[src/rtl/rle_sched_pkg.sv]
// rle_sched_pkg: shared FSM states, symbol width and encoder output record for the RLE scheduler
package rle_sched_pkg;
  localparam int SYM_W = 7;
  typedef enum logic [2:0] {IDLE, HDR, STREAM, FLUSH, DRAIN} state_t;
  typedef struct packed {
    logic [7:0] data;
    logic       valid;
  } enc_out_t;
endpackage

[src/rtl/rr_pick.sv]
// rr_pick: first requesting channel searching upward from last_grant+1, wrapping modulo NUM_CH
module rr_pick #(
  parameter int NUM_CH = 4,
  parameter int CHAN_W = 2
) (
  input  logic [NUM_CH-1:0] req,
  input  logic [CHAN_W-1:0] last_grant,
  output logic [CHAN_W-1:0] winner,
  output logic              any_req
);
  logic [CHAN_W-1:0] k;
  // walk offsets from farthest to nearest so the nearest request overwrites the rest
  always_comb begin
    winner = '0;
    k = '0;
    for (int i = NUM_CH; i >= 1; i--) begin
      k = CHAN_W'((int'(last_grant) + i) % NUM_CH);
      winner = req[k] ? k : winner;
    end
  end
  assign any_req = |req;
endmodule

[src/rtl/rle_channel_scheduler.sv]
// rle_channel_scheduler: round-robin bursts from NUM_CH sources into one RLE encoder, with headers and flushes.
// Optional RLE_SCHED_TIMEOUT_EN ends a burst after TIMEOUT consecutive stalled cycles.
module rle_channel_scheduler
  import rle_sched_pkg::*;
#(
  parameter int NUM_CH    = 4,
  parameter int BURST_MAX = 255,
  parameter int CHAN_W    = (NUM_CH > 1) ? $clog2(NUM_CH) : 1,
  parameter int TIMEOUT   = 16
) (
  input  logic                    clock,
  input  logic                    reset,
  input  logic [NUM_CH-1:0]       ch_valid_i,
  input  logic [NUM_CH*SYM_W-1:0] ch_data_i,
  input  logic [NUM_CH-1:0]       ch_last_i,
  output logic [NUM_CH-1:0]       ch_ready_o,
  output logic [SYM_W-1:0]        enc_data_o,
  output logic                    enc_valid_o,
  output logic                    enc_flush_o,
  input  logic                    enc_idle_i,
  output logic                    hdr_valid_o,
  output logic [CHAN_W-1:0]       hdr_chan_o,
  output logic                    busy_o
);
  localparam int CNT_W = $clog2(BURST_MAX + 1);
  state_t            state, next;
  logic [CHAN_W-1:0] winner, last_grant, pick;
  logic [CNT_W-1:0]  beat_cnt;
  logic              any_req, beat, done, timeout;
  logic [SYM_W-1:0]  sym;
  rr_pick #(.NUM_CH(NUM_CH), .CHAN_W(CHAN_W)) u_pick (
    .req(ch_valid_i),
    .last_grant(last_grant),
    .winner(pick),
    .any_req(any_req)
  );
  assign sym  = ch_data_i[winner*SYM_W +: SYM_W];
  assign beat = (state == STREAM) && ch_valid_i[winner];
`ifdef RLE_SCHED_TIMEOUT_EN
  localparam int STALL_W = $clog2(TIMEOUT + 1);
  logic [STALL_W-1:0] stall;
  assign timeout = (state == STREAM) && !ch_valid_i[winner] && (stall == STALL_W'(TIMEOUT - 1));
  always_ff @(posedge clock)
    stall <= (reset || state != STREAM || beat) ? '0 : stall + 1'b1;
`else
  logic unused_timeout;
  assign timeout = 1'b0;
  assign unused_timeout = ^TIMEOUT;
`endif
  // the ending beat is still forwarded; last and BURST_MAX together give one end
  assign done = (beat && (ch_last_i[winner] || beat_cnt == CNT_W'(BURST_MAX - 1))) || timeout;
  always_comb
    next = (state == IDLE)   ? (any_req ? HDR : IDLE) :
           (state == HDR)    ? STREAM :
           (state == STREAM) ? (done ? FLUSH : STREAM) :
           (state == FLUSH)  ? DRAIN :
           (enc_idle_i ? IDLE : DRAIN);
  always_ff @(posedge clock) begin
    if (reset) begin
      state      <= IDLE;
      winner     <= '0;
      last_grant <= CHAN_W'(NUM_CH - 1);
      beat_cnt   <= '0;
    end else begin
      state <= next;
      if (state == IDLE && any_req) winner <= pick;
      if (beat) beat_cnt <= beat_cnt + 1'b1;
      if (state == FLUSH) begin
        last_grant <= winner;
        beat_cnt   <= '0;
      end
    end
  end
  assign ch_ready_o  = (state == STREAM) ? NUM_CH'(1) << winner : '0;
  assign enc_valid_o = beat;
  assign enc_data_o  = beat ? sym : '0;
  assign enc_flush_o = state == FLUSH;
  assign hdr_valid_o = state == HDR;
  assign hdr_chan_o  = hdr_valid_o ? winner : '0;
  assign busy_o      = state != IDLE;
endmodule

[config.mk]
export PLATFORM = sky130hd
export DESIGN_NAME = rle_channel_scheduler
export DESIGN_NICKNAME = d
export VERILOG_FILES = /design/src/rtl/rle_sched_pkg.sv /design/src/rtl/rr_pick.sv /design/src/rtl/rle_channel_scheduler.sv
export SDC_FILE = /design/constraint.sdc
export NUM_CORES = 1
export LEC_CHECK = 0
export CORE_MARGIN = 2
export CORE_UTILIZATION = 42
export CTS_CLUSTER_DIAMETER = 30
export DETAILED_ROUTE_END_ITERATION = 16
export PLACE_DENSITY = 0.91
export SLEW_MARGIN = 5
export SYNTH_ARGS = -nofsm -noshare
export SYNTH_HDL_FRONTEND = slang
export SYNTH_HIERARCHICAL = 1
export SYNTH_SLANG_ARGS = --single-unit
[constraint.sdc]
create_clock -name clock -period 5.01 [get_ports clock]
set_input_delay 0.7515 -clock clock [delete_from_list [all_inputs] [get_ports clock]]
set_output_delay 0.7515 -clock clock [all_outputs]
set_load 0.005 [all_outputs]
==> results.toml, run 1 <==
[clocking]
cts-root-to-sink-buffers = 2
cts_resized = 0
cts_setup_buffers = 0
cts.htree.levels = 1
clock-root-buffer = "sky130_fd_sc_hd__clkbuf_4"
cts.sinks = 15
clk_transition_reported_paths_ns = 0.08
cts_hold_buffers = 0
worstSkewPairLatency_ns = 0.28
cts_tree = "yes"
tritoncts.num_buffers = 3

[timing]
rsz0062_at_grt = "no"
layout_worst_path_cycle_share = 0.671
hold_viol = 0
worst_slew_pin_slew_ns = 0.724
setup_tns_ns = 0
maxClockFrequency_mhz = 298
final-max-slew-violation-count = 0
worst_clock_skew_ns = 0.00515
finalHoldWorstSlack_ns = 0.497
slew_headroom = 0.516
setup_viol = 0
fin_crit_ns = 3.36

[floorplanning]
core_region_area_mm2 = 0.00248
ioPinCount = 56
die-area_mm2 = 0.00302
die_w_um = 54.9
initial_utilization = 0.439
core.rowCount = 18
chipHeight_um = 54.9

[critical_path]
timing.rr.end = "beat_cnt[7]$_SDFFE_PP0P_"
timing.reg2reg.worst_path_depth = 4
start_kind = "primary input"
crit_path_end = "enc_valid_o"
critPathArrivalTime_ns = 2.61
worstPathMaxFanout = 12
reg2reg_setup_slack_ns = 2.81
critical_path.reg2reg.startpoint = "winner[0]$_SDFFE_PP0P_"
crit_start = "ch_valid_i[3]"
required_ns = 4.26
setup.worst_path.class = "in -> out"
worst_setup_path_end_kind = "primary output"

[power_and_ir_drop]
leakage_nw = 0.650
power.ir.vdd_worst_uv = 333
power-per-cell-area_mw_per_mm2 = 267

[route]
detail_route.wl_per_cell_um = 15.7
number_of_violations_reported_at_the_end_of_detailed_routing_iteration_0 = 12
viasPerCell = 5.42
drt_first_pass_iters = 4
drtAntennaViolNets = 0
drcViolationCount = 0
route.final.wire_length_mm = 3.09
vias = 1067

[synthesis]
synthCells = 116
synth_enable_flop_cells = 0
synth-warning-count = 6
yosys.area.top_type = "sky130_fd_sc_hd__dfxtp_1"
synth_flop_cell = "sky130_fd_sc_hd__dfxtp_1"
ys_seq_elements = 15
post_synth.cell_area_avg_um2 = 9.38
synth-async-reset-ratio = 0
seq_area_frac_synth = 0.276
synth_cell_type_count = 39
synthTopCellsByArea = "sky130_fd_sc_hd__dfxtp_1, sky130_fd_sc_hd__mux4_2, sky130_fd_sc_hd__mux4_1"
synthDominantCellAreaShare = 0.276
syn_area_mm2 = 0.00109
synth_nets = 157

[placement]
port_buffers = 55
placed_cells = 193
dp.final_hpwl_mm = 2.52
gp_routability_congestion = 0.879

[final_layout]
number_of_nets_in_the_layout = 209
instances_no_fill = 197
mostFrequentLayoutCells = "sky130_fd_sc_hd__clkdlybuf4s50_1, sky130_fd_sc_hd__nor2_1, sky130_fd_sc_hd__dfxtp_1, sky130_fd_sc_hd__and3_1"
nFillCells = 209
layout-drive-gt1-share = 0.0599
antenna_cells = 0
layout_commonest_cell = "sky130_fd_sc_hd__clkdlybuf4s50_1"
finish.utilization = 0.672
reg_area_um2 = 300
multi_input_combinational_cell_area_um2 = 734
syn_to_final_growth_pct = 52.9

[worst_hold_path]
min_path_type = "reg -> reg"

[global_routing]
first_global_vias = 1131
overflow = 0
antenna_found_initial = 0
grt_pass1_wl_mm = 5.02
grt_start_max_net_pins = 17
groute.usage.overall = 0.234

[run_status]
run_status = "finished, final reports clean"

[flow_run]
max-cap-violations = 0
per-stage QoR:
stage	instance area [um^2]	total power, mW	setup WS (ns)
6_report	1660	0.444	1.65
5_1_grt	1660	0.476	1.52
4_1_cts	1660	0.447	1.65
3_5_place_dp	1640	0.378	1.65
3_3_place_gp	1640	0.369	1.72
2_1_floorplan	1090	0.285	2.66
registers in the layout, summed over array words and instances (netlist names):
register and flops:
state 3, winner 2, last_grant 2, beat_cnt 8
critical path: stages:
cell	delay (ns)
sky130_fd_sc_hd__clkdlybuf4s50_1	0.49
sky130_fd_sc_hd__mux4_2	0.64
sky130_fd_sc_hd__nand2_2	0.16
sky130_fd_sc_hd__inv_1	0.11
sky130_fd_sc_hd__clkdlybuf4s50_1	0.46
synth_stat cells, drive strengths merged, types with 3 or more instances:
library cell,n
buf,3
nand2,5
and3,9
nor3b,3
mux4,9
inv,4
nand2b,4
nand3,3
a21oi,5
and2,4
clkbuf,5
dfxtp,15
xor2,4
nor2,15
per-layer routing:
| metal | up-vias | GRT usage | wire length, um | part of all wire |
|---|---|---|---|---|
| met5 | - | 0 | 0 | 0 |
| met4 | 0 | 0.0325 | 0 | 0 |
| met3 | 0 | 0.0672 | 133 | 0.043 |
| met2 | 29 | 0.462 | 1800 | 0.58 |
| met1 | 510 | 0.247 | 1160 | 0.38 |
| li1 | 528 | - | - | - |
layout make-up:
type,count,area share
inverter,4,0.00902
sequential,15,0.180
timing repair buffer,55,0.331
clock buffer,4,0.0158
tap,30,0.0226
multi-input combinational,89,0.441
report_power, final:
| group | internal, mW | switching [mW] |
|---|---|---|
| combinational | 0.129 | 0.0765 |
| sequential | 0.135 | 0.0350 |
| clock | 0.0309 | 0.0382 |
worst min-delay path by stage:
stage	depth (start not counted)	startpoint	endpoint	slack, ns
2_1_floorplan	2	beat_cnt[7]$_SDFFE_PP0P_	beat_cnt[7]$_SDFFE_PP0P_	0.45
3_3_place_gp	2	beat_cnt[7]$_SDFFE_PP0P_	beat_cnt[7]$_SDFFE_PP0P_	0.46
3_5_place_dp	2	beat_cnt[7]$_SDFFE_PP0P_	beat_cnt[7]$_SDFFE_PP0P_	0.49
4_1_cts	2	beat_cnt[7]$_SDFFE_PP0P_	beat_cnt[7]$_SDFFE_PP0P_	0.50
5_1_grt	2	beat_cnt[7]$_SDFFE_PP0P_	beat_cnt[7]$_SDFFE_PP0P_	0.54
6_report	2	beat_cnt[7]$_SDFFE_PP0P_	beat_cnt[7]$_SDFFE_PP0P_	0.50
cell families after synthesis:
logic type | count (synthesis) | share of synthesized area
adder cells (fa/ha/maj) | 2 | 0.0230
AO/OA/AOI/OAI | 15 | 0.0920
flip-flops | 15 | 0.276
multiplexers | 11 | 0.218
buffers and inverters | 12 | 0.0494
AND/OR/NAND/NOR | 55 | 0.293
XOR/XNOR | 6 | 0.0483
Note: power is estimated with default switching activity, not from simulation.
==> run 2, diff against run 1 <==
- CORE_UTILIZATION: 42 -> 36
- PLACE_DENSITY: 0.91 -> 0.84
- clock period: 5.01 -> 2.7 ns (I/O delays scaled with it)
==> run 2 against run 1 <==
Against the previous run: flip-flop and latch count is the same; critical path depth shrank 1; sequential power grew 74%; critical endpoint is now enc_data_o[6].
==> results.toml, run 2 (same netlist as run 1, synthesis figures left out) <==
[route]
drcViolationCount = 0
detailed_routing_wirelength_on_met1_mm = 1.32
viasPerCell = 5.61
routed-wl-met3_um = 171
drtAntennaViolNets = 0
vias = 1144
top_signal_layer_used = "met4"
route.final.wire_length_mm = 3.35
met2_length_mm = 1.80
detail_route.wl_per_cell_um = 16.4
number_of_violations_reported_at_the_end_of_detailed_routing_iteration_0 = 30
drt_first_pass_iters = 5

[global_routing]
overflow = 0
first_global_vias = 1205
antenna_found_initial = 0
grt_start_max_net_pins = 17
grt_pass1_wl_mm = 5.47
groute.usage.overall = 0.206

[placement]
port_buffers = 55
dp.final_hpwl_mm = 2.60
gp_routability_congestion = 0.832
placement.cell_area_mm2 = 0.00168

[timing]
hold_viol = 0
setup_tns_ns = 0
final-max-slew-violation-count = 0
fin_crit_ns = 2.63
layout_worst_path_cycle_share = 0.976
setup_viol = 0
worst_clock_skew_ns = 0.00628
maxClockFrequency_mhz = 380
slew_headroom = 0.766
rsz0062_at_grt = "no"
worst_slew_pin_slew_ns = 0.351

[floorplanning]
chipHeight_um = 59.0
die_w_um = 59.0
core.rowCount = 19
ioPinCount = 56
die-area_mm2 = 0.00348
initial_utilization = 0.388
core_region_area_mm2 = 0.00281

[critical_path]
path_buf_inv = 2
required_ns = 2.30
critical-path-top-cell-by-count = "sky130_fd_sc_hd__clkdlybuf4s50_1"
critical_path.top_delay_family = "buffers and inverters"
critical-path-max-stage-delay_ns = 0.65
start_kind = "primary input"
path_cells = "clkdlybuf4s50_1 -> mux4_1 -> and3_1 -> clkdlybuf4s50_1"
worstPathMaxFanout = 6
worst_setup_path_end_kind = "primary output"
cpMaxStageDelayCell = "sky130_fd_sc_hd__mux4_1"
critPathArrivalTime_ns = 2.23
setup.worst_path.class = "in -> out"

[clocking]
cts_tree = "yes"
tritoncts.num_buffers = 3
cts_hold_buffers = 0
cts.htree.levels = 1
clock-root-buffer = "sky130_fd_sc_hd__clkbuf_4"
cts-root-to-sink-buffers = 2
cts.sinks = 15
worstSkewPairLatency_ns = 0.29
clk_transition_reported_paths_ns = 0.10

[final_layout]
top_regs = "beat_cnt x8, state x3"
largest_reg_flops = 8
post-route-cell-area_mm2 = 0.00173
antenna_cells = 0
layout-drive-gt1-share = 0.0925
number_of_nets_in_the_layout = 215
syn_to_final_growth_pct = 59.3
layout_commonest_cell = "sky130_fd_sc_hd__clkdlybuf4s50_1"
top_register = "beat_cnt"
mostFrequentLayoutCells = "sky130_fd_sc_hd__clkdlybuf4s50_1, sky130_fd_sc_hd__nor2_1, sky130_fd_sc_hd__dfxtp_1, sky130_fd_sc_hd__and3_1"

[power_and_ir_drop]
leakage_nw = 0.686
power-per-cell-area_mw_per_mm2 = 496
power.ir.vdd_worst_uv = 467

[run_status]
run_status = "finished, final reports clean"

[flow_run]
max-cap-violations = 0

[worst_hold_path]
min_path_type = "reg -> reg"
-- run 2: changes by cell type in the layout (fill, tap and decap cells not counted), sizes merged --
cell,change
buf,+5
mux4,+1
-- run 2: worst paths after layout --
path,from,endpoint,slack (ns),depth (start not counted)
setup / recovery,ch_valid_i[1],enc_data_o[6],0.07,4
hold / removal,beat_cnt[7]$_SDFFE_PP0P_,beat_cnt[7]$_SDFFE_PP0P_,0.49,2
setup reg to reg,winner[0]$_SDFFE_PP0P_,state[0]$_SDFF_PP0_,0.94,5
hold reg to reg,beat_cnt[7]$_SDFFE_PP0P_,beat_cnt[7]$_SDFFE_PP0P_,0.49,2
-- run 2: metrics by stage --
stage,power (mW),cells,hold WS (ns),utilization,setup slack (ns)
after floorplan,0.529,116,0.452,-,0.822
after global placement,0.704,199,0.475,0.598,0.134
after detailed placement,0.718,199,0.484,0.598,0.0779
after CTS,0.850,203,0.497,0.607,0.0284
after global routing,0.920,204,0.518,0.618,0.0203
final,0.860,204,0.492,0.618,0.0655
-- run 2: what timing repair did --
action | in CTS | in global routing
buffers inserted | 0 | 0
resized for setup | 0 | 2
setup endpoints to repair | 0 | 4
-- run 2: final cells by class --
type	count	area [um^2]
flip-flops and latches	15	302
fillers	236	1070
clock buffers	4	26.3
well taps	31	38.8
multi-input cells	90	761
inverters	4	15.0
repair buffers	60	592
-- run 2: worst min-delay path, stage by stage, from the launching register on --
cell and delay [ns]:
sky130_fd_sc_hd__dfxtp_1 0.33, sky130_fd_sc_hd__o31ai_1 0.06, sky130_fd_sc_hd__a21oi_1 0.06
-- run 2: metal layers --
| metal | track usage | vias up |
|---|---|---|
| met5 | 0 | - |
| met4 | 0.0422 | 0 |
| met3 | 0.0480 | 6 |
| li1 | - | 547 |
| met2 | 0.386 | 35 |
| met1 | 0.238 | 556 |
-- run 2: where the power goes --
group	internal [mW]	switching (mW)	total (mW)
logic	0.261	0.172	0.433
clock network	0.0574	0.0751	0.133
registers	0.251	0.0445	0.295
